==> config.mk <==
export PLATFORM = sky130hd
export DESIGN_NAME = seq_pattern_tx
export DESIGN_NICKNAME = d
export VERILOG_FILES = /design/src/rtl/seq_tx_pkg.sv /design/src/rtl/piso_shreg.sv /design/src/rtl/seq_pattern_tx.sv
export SDC_FILE = /design/constraint.sdc
export NUM_CORES = 1
export LEC_CHECK = 0
export BUFFER_PORTS_ARGS = -buffer_cell sky130_fd_sc_hd__buf_4
export CAP_MARGIN = 20
export CORE_MARGIN = 3
export CORE_UTILIZATION = 47
export DETAILED_ROUTE_END_ITERATION = 6
export PLACE_DENSITY_LB_ADDON = 0.15
export SKIP_LAST_GASP = 1
export SYNTH_ARGS = -nofsm -noshare
export SYNTH_HDL_FRONTEND = slang
export SYNTH_SLANG_ARGS = --single-unit
==> constraint.sdc <==
create_clock -name clk -period 1.3 [get_ports clk]
set_input_delay 0.195 -clock clk [delete_from_list [all_inputs] [get_ports clk]]
set_output_delay 0.195 -clock clk [all_outputs]
set_load 0.03 [all_outputs]
==> src/rtl/seq_tx_pkg.sv <==
// Shared types and defaults for the serial pattern transmitter.
// tx_state_e encodes the transmit FSM; cnt_bits sizes counters with a 1-bit floor.
package seq_tx_pkg;

    typedef enum logic [1:0] {
        IDLE   = 2'd0,
        SHIFT  = 2'd1,
        GAP_ST = 2'd2,
        PARITY = 2'd3
    } tx_state_e;

    localparam int DEF_WIDTH = 5;
    localparam int DEF_GAP   = 2;
    localparam logic [DEF_WIDTH-1:0] PATTERN_10010 = 5'b10010;

    function automatic int cnt_bits(input int n);
        return (n <= 1) ? 1 : $clog2(n);
    endfunction

endpackage

==> src/rtl/piso_shreg.sv <==
// Parallel-load, left-shift register; msb is the bit currently on the serial line.
// Load has priority over shift; no backpressure (the parent FSM sequences it).
module piso_shreg #(
    parameter int WIDTH = 5
) (
    input  logic             clk,
    input  logic             rst_n,
    input  logic             load,
    input  logic             shift,
    input  logic [WIDTH-1:0] d,
    output logic             msb
);

    logic [WIDTH-1:0] sh_q, sh_d;

    always_comb begin
        sh_d = sh_q;
        if (load) begin
            sh_d = d;
        end else if (shift) begin
            sh_d = {sh_q[WIDTH-2:0], 1'b0};
        end
    end

    always_ff @(posedge clk or negedge rst_n) begin
        if (!rst_n) begin
            sh_q <= '0;
        end else begin
            sh_q <= sh_d;
        end
    end

    assign msb = sh_q[WIDTH-1];

endmodule

==> src/rtl/seq_pattern_tx.sv <==
// Serial pattern transmitter: word accepted on valid/ready, MSB appears one cycle later, then GAP idle cycles.
// in_ready depends on state only; SEQ_TX_PARITY_EN appends an even-parity cycle after the data bits.
module seq_pattern_tx
    import seq_tx_pkg::*;
#(
    parameter int   WIDTH    = DEF_WIDTH,
    parameter int   GAP      = DEF_GAP,
    parameter logic IDLE_BIT = 1'b0
) (
    input  logic             clk,
    input  logic             rst_n,
    input  logic [WIDTH-1:0] in_data,
    input  logic             in_valid,
    output logic             in_ready,
    output logic             data_out,
    output logic             bit_valid,
    output logic             busy,
    output logic             done
);

`ifdef SEQ_TX_PARITY_EN
    localparam bit PAR_EN = 1'b1;
`else
    localparam bit PAR_EN = 1'b0;
`endif

    localparam int BW = $clog2(WIDTH);
    localparam int GW = cnt_bits(GAP + 1);
    localparam logic [BW-1:0] BIT_LOAD = BW'(WIDTH - 1);
    localparam logic [GW-1:0] GAP_LOAD = GW'((GAP > 0) ? GAP - 1 : 0);

    tx_state_e     state_q, state_d;
    logic [BW-1:0] bit_cnt_q, bit_cnt_d;
    logic [GW-1:0] gap_cnt_q, gap_cnt_d;
    logic          par_q, par_d;
    logic          load, shift, msb, last_bit, accept;

    piso_shreg #(.WIDTH(WIDTH)) u_shreg (
        .clk   (clk),
        .rst_n (rst_n),
        .load  (load),
        .shift (shift),
        .d     (in_data),
        .msb   (msb)
    );

    assign last_bit = (state_q == SHIFT) && (bit_cnt_q == '0);
    // With GAP==0 the frame's final cycle doubles as the accept window for the next word.
    assign in_ready = (state_q == IDLE) ||
                      ((GAP == 0) && (PAR_EN ? (state_q == PARITY) : last_bit));
    assign accept   = in_valid && in_ready;

    always_ff @(posedge clk or negedge rst_n) begin
        if (!rst_n) begin
            state_q   <= IDLE;
            bit_cnt_q <= '0;
            gap_cnt_q <= '0;
            par_q     <= 1'b0;
        end else begin
            state_q   <= state_d;
            bit_cnt_q <= bit_cnt_d;
            gap_cnt_q <= gap_cnt_d;
            par_q     <= par_d;
        end
    end

    always_comb begin
        state_d   = state_q;
        bit_cnt_d = bit_cnt_q;
        gap_cnt_d = gap_cnt_q;
        par_d     = par_q;
        load      = 1'b0;
        shift     = 1'b0;
        case (state_q)
            IDLE: ;
            SHIFT: begin
                if (!last_bit) begin
                    shift     = 1'b1;
                    bit_cnt_d = bit_cnt_q - 1'b1;
                end else if (PAR_EN) begin
                    state_d = PARITY;
                end else if (GAP > 0) begin
                    state_d   = GAP_ST;
                    gap_cnt_d = GAP_LOAD;
                end else begin
                    state_d = IDLE;
                end
            end
            PARITY: begin
                if (GAP > 0) begin
                    state_d   = GAP_ST;
                    gap_cnt_d = GAP_LOAD;
                end else begin
                    state_d = IDLE;
                end
            end
            GAP_ST: begin
                if (gap_cnt_q == '0) begin
                    state_d = IDLE;
                end else begin
                    gap_cnt_d = gap_cnt_q - 1'b1;
                end
            end
            default: state_d = IDLE;
        endcase
        // Accept can only occur in IDLE or the frame's last cycle, so it overrides the above.
        if (accept) begin
            state_d   = SHIFT;
            bit_cnt_d = BIT_LOAD;
            par_d     = ^in_data;
            load      = 1'b1;
        end
    end

    always_comb begin
        data_out  = IDLE_BIT;
        bit_valid = 1'b0;
        done      = 1'b0;
        case (state_q)
            SHIFT: begin
                data_out  = msb;
                bit_valid = 1'b1;
                done      = last_bit && !PAR_EN;
            end
            PARITY: begin
                data_out = par_q;
                done     = 1'b1;
            end
            default: ;
        endcase
    end

    assign busy = (state_q != IDLE);

endmodule

==> flow_summary.ini <==
[run_status]
status = complete, but fails checks
violations = negative setup slack

[floorplan]
rows = 13
die_y_um = 44.7
io_pins = 13
core-area_um2 = 1350
die_w_um = 44.7
start_util_pct = 52.1
die_area_um2 = 2000

[cts]
clkTransAtPathRegs_ns = 0.08
clockBufferDepth = 2
clock_latency_ns = 0.28
clock-root-buffer = clkbuf_4
htreeDepth = 1
clock-sinks = 13
cts_buffers = 3
cts_tree = done

[logic_synthesis]
synth_top_family_by_area = simple AND/OR/NAND/NOR gates
syn_area_per_cell_um2 = 10.7
yosys.area_share.simple_pct = 18.0
yosys.area_share.adder_pct = 5.34
synthArstFlopShare_pct = 100
syn-cell-area_um2 = 703
synth_edf_count = 0
yosysSeqAreaShare_pct = 46.3
ys_seq_elements = 13
synth_mux_area_share_pct = 2.85
synth-compound-area-share_pct = 15.5
synth.distinct_cells = 28
yosysWarnings = 0
synth_flop_cell = dfrtp_1
synthCells = 66
syn_nets = 77
synth_xor_area_share_pct = 5.69

[worst_setup_path]
cp.required_ns = 1.11
critPathMaxFanout = 2
path_class = flip-flop to output pin
arrival_ns = 1.29
cp-start-kind = flip-flop
crit_path_end_kind = output pin

[placement]
io_buffers = 12
gp_congestion = 0.826
dp_hpwl_um = 1070

[timing]
max_freq_mhz = 674
finalSetupTns_ns = -0.861
maxSlewHeadroom_pct = 84.2
hold_violations = 0
finalMaxSlewViolations = 0
clock-skew-final_ns = 0.00132
post-route-period-util_pct = 114
rsz0062_at_grt = yes
tightestPinTransition_ns = 0.237
setup_ws_ns = -0.185
timing.final.setup_violations = 12
period_needed_ns = 1.48

[routing]
via_count = 594
wire_per_inst_um = 14.6
first_iter_violations = 5
vias_per_cell = 5.26
detail_route.first_pass.iterations = 2
final_antenna_net_count = 0
drcViolationCount = 0
totalWireLength_um = 1650

[power_and_ir_drop]
power_density_nw_per_um2 = 2650
seqPwrFrac_pct = 27.1
pwr-share-comb_pct = 63.9
swShare_pct = 40.9
p_int_uw = 1660
peakVddDrop_uv = 1670
p_leak_uw = 0.000514
power_switching_uw = 1150
pwr-share-clk_pct = 9.0
total_power_uw = 2810

[global_route]
gr-usage-all-layers_pct = 19.0
grt_use_met3_pct = 3.66
overflow = 0
grt_max_degree = 14
grt_use_met2_pct = 30.7
busiest_layer = met2
grt_pass1_wl_um = 2540
antenna_found_initial = 0
first_global_vias = 589
groute.layer.met1.usage_pct = 21.2

[cells_and_area]
final_layout_size_suffix_gt1_share_pct = 50.0
diodes = 0
final_common_cell = buf_4
fin_nets = 110
final_cell_mix = buf_4 (19), dfrtp_1 (11), buf_6 (9), nand2_1 (5)
syn_to_final_growth_pct = 50.9

[worst_hold_path]
hold_class = primary input to flip-flop

[flow_run]
cap_violations = 0
## cells by family after synthesis
group,Yosys count
and+or+nand+nor,20
AOI/OAI and AO/OA,15
DFF,13
buffers and inverters,10
xor gates and xnor gates,3
adders and majority gates,3
muxes,2
## cell usage after synthesis (2+ instances only)
cell type,count,area (µm²)
ha_1,3,37.5
dfrtp_1,13,325
and2_1,2,12.5
inv_1,7,26.3
nand3_1,2,10.0
inv_2,2,7.51
xnor2_1,2,17.5
nor2b_1,2,12.5
a221o_1,2,20.0
o21ai_0,6,30.0
nand2_1,5,18.8
nor2_1,2,7.51
nand2b_1,2,12.5
mux2i_1,2,20.0
## per-layer routing
metal	part of all wire, %	wire (µm)	vias up
met2	52	853	8
li1	-	-	291
met5	0	0	-
met1	42	699	291
met3	3.0	49	4
met4	2.9	47	0
## per-stage QoR
| stage | setup WS, ns | hold WS [ns] | instance area (µm²) | std cells | utilization [%] |
|---|---|---|---|---|---|
| 2_1_floorplan | 0.0162 | -0.101 | 711 | 66 | - |
| 3_3_place_gp | -0.00411 | 0.0476 | 876 | 101 | 64.9 |
| 3_5_place_dp | -0.0790 | 0.0477 | 876 | 101 | 64.9 |
| 4_1_cts | -0.194 | 0.151 | 1020 | 111 | 75.3 |
| 5_1_grt | -0.259 | 0.150 | 1060 | 113 | 78.6 |
| 6_report | -0.185 | 0.152 | 1060 | 113 | 78.6 |
## what timing repair did
| item | CTS | global route |
|---|---|---|
| resized for setup | 21 | 9 |
| endpoints found under the hold margin | 13 | 0 |
| hold buffers | 1 | 0 |
| pin swaps | 5 | 6 |
| buffers inserted | 5 | 3 |
| setup endpoints to repair | 11 | 16 |
## cell type report
| class | count | area (µm²) |
|---|---|---|
| inverters | 9 | 36.3 |
| well taps | 15 | 18.8 |
| repair buffers | 29 | 254 |
| fillers | 83 | 289 |
| multi-input cells | 43 | 398 |
| clock buffers | 4 | 26.3 |
| flip-flops and latches | 13 | 328 |
## registers in the layout, indices dropped and copies added, names as in the netlist
signal        flops
gap_cnt_q         2
par_q             1
bit_cnt_q         3
state_q           2
u_shreg.sh_q      5
## final timing paths
| check | slack (ns) | endpoint | from | cells past startpoint |
|---|---|---|---|---|
| setup / recovery | -0.18 | done | bit_cnt_q[1] | 5 |
| hold / removal | 0.15 | u_shreg.sh_q[0] | in_data[0] | 3 |
| setup reg to reg | -0.13 | u_shreg.sh_q[1] | bit_cnt_q[1] | 7 |
| hold reg to reg | 0.48 | gap_cnt_q[0] | gap_cnt_q[0] | 1 |
| max in group asynchronous | 0.83 | state_q[0] | rst_n | 2 |
| min in group asynchronous | 0.29 | par_q | rst_n | 2 |
## worst max-delay path, stage by stage, from the launching register on
cell,delay [ns]
dfrtp_1,0.39
inv_2,0.08
ha_4,0.12
nor2b_4,0.15
o21a_1,0.14
buf_6,0.13
## power groups by stage
stage	registers, µW	logic [µW]	clock network (µW)
floorplan	706	868	0
global placement	731	1280	0
detailed placement	738	1320	0
CTS	753	1640	262
global route	785	1950	275
finish	763	1790	252
(Power assumes the default switching activity.)
